File: src/rtl/instr_loader.sv
// ============================================================================
// instr_loader
// ----------------------------------------------------------------------------
// Producer side of the instruction-memory write port. A program arrives as a
// byte stream from the host/boot path. Bytes are packed little-endian into a
// write window of WR_BYTES bytes and handed to the instruction memory
// controller as one write. The controller advances its write pointer by
// write_pointer_shift_minusone+1 bytes for each write it accepts.
//
// Handshakes:
//   Byte stream   : a byte moves on every rising edge where s_valid && s_ready.
//                   While s_ready is low the host holds s_data/s_last stable.
//   Memory write  : a write retires on every rising edge where we && wr_ready.
//                   While we is high, wr_data and shift stay constant.
//
// Ports:
//   clk, rst_n                    clock, asynchronous active-low reset
//   start                         pulse: begin a new load (honoured in IDLE/DONE)
//   s_data, s_valid, s_last       program byte stream in; s_ready back-pressure
//   we, write_pointer_shift_minusone, wr_data   write request to memory
//   wr_ready                      memory accepts the pending write
//   load_done                     program fully written, held until next start
//   load_overflow                 sticky: program was longer than MAX_BYTES
//   bytes_loaded                  bytes committed to memory so far
//
// MAX_BYTES is expected to be a whole number of write windows, which holds
// for any instruction BRAM sized as depth * width/8.
// ============================================================================
module instr_loader #(
    parameter int LOG_WR_WIN = 3,
    parameter int WR_WIDTH   = 64,
    parameter int MAX_BYTES  = 1024,
    parameter int CNT_W      = 11
) (
    input  logic                  clk,
    input  logic                  rst_n,
    input  logic                  start,
    input  logic [7:0]            s_data,
    input  logic                  s_valid,
    input  logic                  s_last,
    output logic                  s_ready,
    output logic                  we,
    output logic [LOG_WR_WIN-1:0] write_pointer_shift_minusone,
    output logic [WR_WIDTH-1:0]   wr_data,
    input  logic                  wr_ready,
    output logic                  load_done,
    output logic                  load_overflow,
    output logic [CNT_W-1:0]      bytes_loaded
);

    localparam int                  WR_BYTES = 2 ** LOG_WR_WIN;
    localparam logic [LOG_WR_WIN:0] WIN_FULL = WR_BYTES[LOG_WR_WIN:0];
    localparam logic [CNT_W:0]      MAX_LIM  = MAX_BYTES[CNT_W:0];

    typedef enum logic [1:0] {
        S_IDLE  = 2'd0,
        S_FILL  = 2'd1,
        S_WRITE = 2'd2,
        S_DONE  = 2'd3
    } state_t;

    state_t                state, state_n;
    logic [LOG_WR_WIN:0]   cnt, cnt_n;          // bytes in the current window
    logic                  win_last, win_last_n; // current window holds s_last
    logic                  s_ready_n;
    logic                  we_n;
    logic [LOG_WR_WIN-1:0] shift_n;
    logic [WR_WIDTH-1:0]   wr_data_n;
    logic                  load_done_n;
    logic                  load_overflow_n;
    logic [CNT_W-1:0]      bytes_loaded_n;

    logic                  accept;
    logic [LOG_WR_WIN:0]   cnt_inc;
    logic [CNT_W:0]        fill_total;          // committed + buffered bytes

    // ------------------------------------------------------------------------
    // State and output registers
    // ------------------------------------------------------------------------
    always_ff @(posedge clk or negedge rst_n) begin
        if (!rst_n) begin
            state                        <= S_IDLE;
            cnt                          <= '0;
            win_last                     <= 1'b0;
            s_ready                      <= 1'b0;
            we                           <= 1'b0;
            write_pointer_shift_minusone <= '0;
            wr_data                      <= '0;
            load_done                    <= 1'b0;
            load_overflow                <= 1'b0;
            bytes_loaded                 <= '0;
        end else begin
            state                        <= state_n;
            cnt                          <= cnt_n;
            win_last                     <= win_last_n;
            s_ready                      <= s_ready_n;
            we                           <= we_n;
            write_pointer_shift_minusone <= shift_n;
            wr_data                      <= wr_data_n;
            load_done                    <= load_done_n;
            load_overflow                <= load_overflow_n;
            bytes_loaded                 <= bytes_loaded_n;
        end
    end

    // ------------------------------------------------------------------------
    // Next-state and next-output logic. Every output is registered, so the
    // values computed here appear one cycle after the deciding edge.
    // ------------------------------------------------------------------------
    always_comb begin
        state_n         = state;
        cnt_n           = cnt;
        win_last_n      = win_last;
        s_ready_n       = s_ready;
        we_n            = we;
        shift_n         = write_pointer_shift_minusone;
        wr_data_n       = wr_data;
        load_done_n     = load_done;
        load_overflow_n = load_overflow;
        bytes_loaded_n  = bytes_loaded;

        accept     = s_valid && s_ready;
        cnt_inc    = cnt + (LOG_WR_WIN + 1)'(1);
        fill_total = {1'b0, bytes_loaded} + {{(CNT_W - LOG_WR_WIN){1'b0}}, cnt};

        case (state)
            S_IDLE, S_DONE: begin
                s_ready_n = 1'b0;
                if (start) begin
                    bytes_loaded_n  = '0;
                    load_done_n     = 1'b0;
                    load_overflow_n = 1'b0;
                    cnt_n           = '0;
                    win_last_n      = 1'b0;
                    wr_data_n       = '0;
                    s_ready_n       = 1'b1;
                    state_n         = S_FILL;
                end
            end

            S_FILL: begin
                if (accept) begin
                    if (load_overflow || fill_total == MAX_LIM) begin
                        // Memory is full: drop the byte and keep draining
                        // the stream so the host is never stalled forever.
                        load_overflow_n = 1'b1;
                        if (s_last) begin
                            s_ready_n   = 1'b0;
                            load_done_n = 1'b1;
                            state_n     = S_DONE;
                        end
                    end else begin
                        for (int i = 0; i < WR_BYTES; i++) begin
                            if (cnt[LOG_WR_WIN-1:0] == i[LOG_WR_WIN-1:0]) begin
                                wr_data_n[8*i +: 8] = s_data;
                            end
                        end
                        cnt_n = cnt_inc;
                        if (cnt_inc == WIN_FULL || s_last) begin
                            // cnt is the old count, i.e. final count minus one
                            shift_n    = cnt[LOG_WR_WIN-1:0];
                            win_last_n = s_last;
                            s_ready_n  = 1'b0;
                            we_n       = 1'b1;
                            state_n    = S_WRITE;
                        end
                    end
                end
            end

            S_WRITE: begin
                if (wr_ready) begin
                    we_n           = 1'b0;
                    bytes_loaded_n = bytes_loaded
                                   + CNT_W'(write_pointer_shift_minusone)
                                   + CNT_W'(1);
                    cnt_n          = '0;
                    wr_data_n      = '0;
                    win_last_n     = 1'b0;
                    if (win_last) begin
                        load_done_n = 1'b1;
                        state_n     = S_DONE;
                    end else begin
                        s_ready_n = 1'b1;
                        state_n   = S_FILL;
                    end
                end
            end

            default: begin
                state_n = S_IDLE;
            end
        endcase
    end

endmodule

File: config.mk
export PLATFORM = sky130hd
export DESIGN_NAME = instr_loader
export DESIGN_NICKNAME = d
export VERILOG_FILES = /design/src/rtl/instr_loader.sv
export SDC_FILE = /design/constraint.sdc
export NUM_CORES = 1
export LEC_CHECK = 0
export ABC_AREA = 1
export CAP_MARGIN = 20
export CORE_MARGIN = 2
export CORE_UTILIZATION = 51
export DETAILED_ROUTE_END_ITERATION = 7
export GPL_TIMING_DRIVEN = 0
export PLACE_DENSITY = 0.8
export SLEW_MARGIN = 20
export SYNTH_ARGS = -nofsm -noshare
export SYNTH_HDL_FRONTEND = slang
export SYNTH_SLANG_ARGS = --single-unit
File: constraint.sdc
create_clock -name clk -period 6.2 [get_ports clk]
set_input_delay 1.24 -clock clk [delete_from_list [all_inputs] [get_ports clk]]
set_output_delay 1.24 -clock clk [all_outputs]
set_load 0.02 [all_outputs]
Word level (Yosys, flattened, before mapping)
Index checks and enable logic that the tools add are counted.
- register bits after elaboration: 89
- bits of input ports: 14
- output and inout bits: 82
- word-level logic and storage cells: 135
- add/subtract/negate cells: 4
- eq/ne operators: 31
- mux-type cells: 56
- bitwise operators: 1
- reduce and logical (&&, ||, !) cells: 26
- operators with widths (kind ; number):
    $mux 64 ; 4
    $pmux 64 s3 ; 1
    $mux 8 ; 8
    $reduce_and 5->1 ; 12
    $ne 2x2->1 const B ; 17
    $mux 1 ; 22
    $mux 11 ; 2
    $pmux 11 s2 ; 1
    $mux 4 ; 4
    $mux 2 ; 7
    $add 11x4->12 ; 1
    $eq 12x11->1 const B ; 1
    $eq 3x3->1 const B ; 4
    $pmux 4 s3 ; 1
    $reduce_and 4->1 ; 3
    $add 11x1->11 const B ; 1
    $add 11x3->11 ; 1
    $pmux 1 s3 ; 3
    $eq 3x2->1 const B ; 2
    $ne 3x3->1 const B ; 2
    $pmux 2 s3 ; 1
    $reduce_and 6->1 ; 1
    $reduce_bool 2->1 ; 3
    $add 4x1->4 const B ; 1
    other kinds (12) ; 15

Longest topological paths before layout
- word-level depth: 7
- depth in mapped cells: 17
- mapped depth without buffers: 16

Least setup slack after synthesis
OpenSTA, ideal clock, no wires.
- path kind: flip-flop to flip-flop
- start point: reg bytes_loaded[0]
- end point: reg wr_data[1]
- setup time: 118 ps
- arrival: 2336 ps
- required time: 6082 ps
- setup slack: 3746 ps
- stages on the path, launching flop included: 16
- path buffers: 2
- period minus slack after synthesis: 2454 ps
- path through: dfrtp_1 ha_1 fa_1 or2_1 nor2_1 nand2_1 nor2_1 nand3_1 nor2_1 nand3_2 nand2_2 nand2_4 buf_6 buf_6 nand4_1 nand2_1
- longest elaborated chain between the ends: 5
- RTL lines (item ; line ; RTL):
    start: declaration ; 48 ; output logic [CNT_W-1:0] bytes_loaded
    start signal: assignment ; 102 ; bytes_loaded <= bytes_loaded_n;
    $add 11x4->12 ; 124 ; fill_total = {1'b0, bytes_loaded} + {{(CNT_W - LOG_WR_WIN){1'b0}}, cnt};
    $eq 12x11->1 ; 143 ; if (load_overflow || fill_total == MAX_LIM) begin
    $logic_or 1x1->1 ; 143 ;
    $ne 2x2->1 (no line) ; - ;
    $reduce_and 5->1 (no line) ; - ;
    end signal: assignment ; 99 ; wr_data <= wr_data_n;
    end: declaration ; 44 ; output logic [WR_WIDTH-1:0] wr_data,
No other way between the ends.
A chain may end at the register's enable or synchronous reset.

Final worst setup path
- start point: in start
- end point: reg wr_data[31]
- longest elaborated chain between the ends: 2
- RTL lines (item ; line ; RTL):
    start: declaration ; 37 ; input logic start,
    $ne 2x2->1 (no line) ; - ;
    $reduce_and 5->1 (no line) ; - ;
No other way between the ends.

==> flow_summary.ini <==
[synthesis]
synthDistinctLibCells = 32
netlist_area_um2 = 4520
ys_seq_area_share_pct = 49.3
ys_warn_count = 0
synthCells = 551
synth_nets = 582
ys_seq_elements = 89
avgSynthCellArea_um2 = 8.21

[setup_path]
cp-end-kind = flip-flop
ff2ff_setup_slack_ns = 3.45
critPathRequiredTime_ns = 6.50
cp_max_fo = 10
worst_setup_path_start_kind = primary input
critPathKind = primary input to flip-flop
arrival_ns = 3.30

[clock_network]
cts_setup_buffers = 0
cts-resized-gates = 0
cts-buffers-inserted = 9
htreeDepth = 3
cts_tree = built
worstSkewPairLatency_ns = 0.37
clk_path_buf_depth = 2
root_buffer = clkbuf_8
clock_sinks = 89
cts.clk_slew.worst_paths_ns = 0.10
postCtsHoldBufs = 0

[cells_and_area]
final_common_cell = nand2_1
area_growth_pct = 29.0
drive_gt1_share_pct = 6.79
multi_input_area_um2 = 1990
nFillCells = 719
nets = 689
final_cell_mix = 204 x nand2_1, 94 x clkdlybuf4s50_1, 89 x dfrtp_1
seqCellArea_um2 = 2230
fin_util_pct = 67.2
num_antenna_cells = 0

[timing]
period_share_pct = 48.4
period_needed_ns = 3.00
final-hold-violation-count = 0
rsz0062_at_grt = false
maxSlewViolCount = 0
setup_viol = 0
clock_skew_ns = 0.0122
max_freq_mhz = 333
setup_tns_ns = 0
worst_slew_pin_slew_ns = 0.712
holdWs_ns = 0.481
slew_headroom_pct = 52.2

[floorplan]
fp.dieArea_um2 = 9640
coreArea_um2 = 8680
rows = 34
die_w_um = 98.2
start_util_pct = 52.1
die_h_um = 98.2
io_pins = 96

[pwr]
p_comb_share_pct = 55.0
seqPwrFrac_pct = 31.4
power_density_nw_per_um2 = 527
p_int_mw = 1.64
ir_drop_v = 0.000314
power_switching_share_pct = 46.7
power.switching_mw = 1.43
clkPwrFrac_pct = 13.6
cellLeakagePower_nw = 2.93

[place]
hpwlAfterDp_um = 8790
port_buffers = 95
routabilityCongestion = 0.846

[outcome]
status = completed

[grt]
antenna_found_initial = 0
gr-total-overflow = 0
grt.total_usage_pct = 26.0
grt_max_degree = 48
grt_pass1_wl_um = 20300
grt_pass1_vias = 4161

[routing]
drt-wirelength-per-cell_um = 15.6
drcViolationCount = 0
drtPass1Iterations = 5
avgViaCountPerCell = 5.50
routed_wl_um = 12000
ant_nets = 0
first_iter_violations = 185
vias = 4238

[worst_hold_path]
holdCritPathClass = flip-flop to flip-flop

[run]
drv_cap = 0
metrics by stage:
stage | total power [mW] | cells | setup slack, ns | instance area (µm²)
2_1_floorplan | 1.94 | 551 | 3.75 | 4520
3_3_place_gp | 2.59 | 754 | 0.766 | 5610
3_5_place_dp | 2.65 | 755 | 2.90 | 5630
4_1_cts | 3.07 | 771 | 3.27 | 5830
5_1_grt | 3.29 | 771 | 3.10 | 5830
6_report | 3.07 | 771 | 3.20 | 5830
registers in the layout, indices dropped and copies added (netlist names):
name	cells
bytes_loaded	11
cnt	4
load_done	1
load_overflow	1
s_ready	1
state	2
we	1
win_last	1
wr_data	64
write_pointer_shift_minusone	3
critical path: stages:
cell and delay, ns:
clkdlybuf4s50_1 0.48, or2_2 0.16, nand2_1 0.06, nor2_1 0.34, buf_4 0.29, buf_1 0.39
nand4_1 0.22, nand2_1 0.11
cell families after synthesis:
kind of cell / count (synthesis) / share of synthesized area [%]
buffers and inverters: 67 / 6.75
AO/OA/AOI/OAI: 40 / 4.62
adder cells (fa/ha/maj): 17 / 5.04
AND/OR/NAND/NOR: 335 / 33.8
flip-flops: 89 / 49.3
XOR/XNOR: 3 / 0.581
power groups by stage:
stage / Combinational [mW] / Clock (mW) / Sequential [mW]
global placement: 1.63 / 0 / 0.965
global route: 1.86 / 0.445 / 0.992
finish: 1.69 / 0.417 / 0.964
detailed placement: 1.68 / 0 / 0.971
floorplan: 0.738 / 0 / 1.20
CTS: 1.69 / 0.421 / 0.964
cell usage after synthesis, drive strengths merged:
library cell	number	area, µm²
a211oi	1	7.51
a21oi	5	25.0
buf	13	103
clkbuf	6	22.5
dfrtp	89	2230
fa	2	40.0
ha	15	188
inv	48	180
nand2	209	807
nand3	28	165
nand3b	1	7.51
nand4	59	369
nor2	26	100
nor3	4	25.0
nor3b	2	15.0
o211ai	1	7.51
o21ai	30	150
o22ai	3	18.8
or2	6	37.5
xnor2	1	8.76
xor2	2	17.5
layout make-up:
class / instances / area share [%]
Multi-Input combinational cell: 395 / 34.1
Clock buffer: 10 / 2.19
Timing Repair Buffer: 96 / 16.7
Inverter: 48 / 3.09
Buffer: 19 / 2.14
Sequential cell: 89 / 38.2
Clock inverter: 6 / 1.27
Tap cell: 108 / 2.32
worst paths after layout:
check                                 start         endpoint  cells past startpoint
worst max-delay path                  start      wr_data[31]                      8
worst min-delay path            wr_data[45]      wr_data[45]                      2
worst max register to register       cnt[0]      wr_data[31]                     15
worst min register to register  wr_data[45]      wr_data[45]                      2
max in group asynchronous             rst_n      wr_data[26]                      2
min in group asynchronous             rst_n  bytes_loaded[3]                      1
routing by layer:
layer	vias up	global-route usage [%]	part of all wire (%)
met4	0	8.01	1.7
met2	162	43.0	50
met1	2023	35.4	42
li1	2031	-	-
met3	22	4.72	5.7
met5	-	0	0
Power figures use the tool's default switching activity.
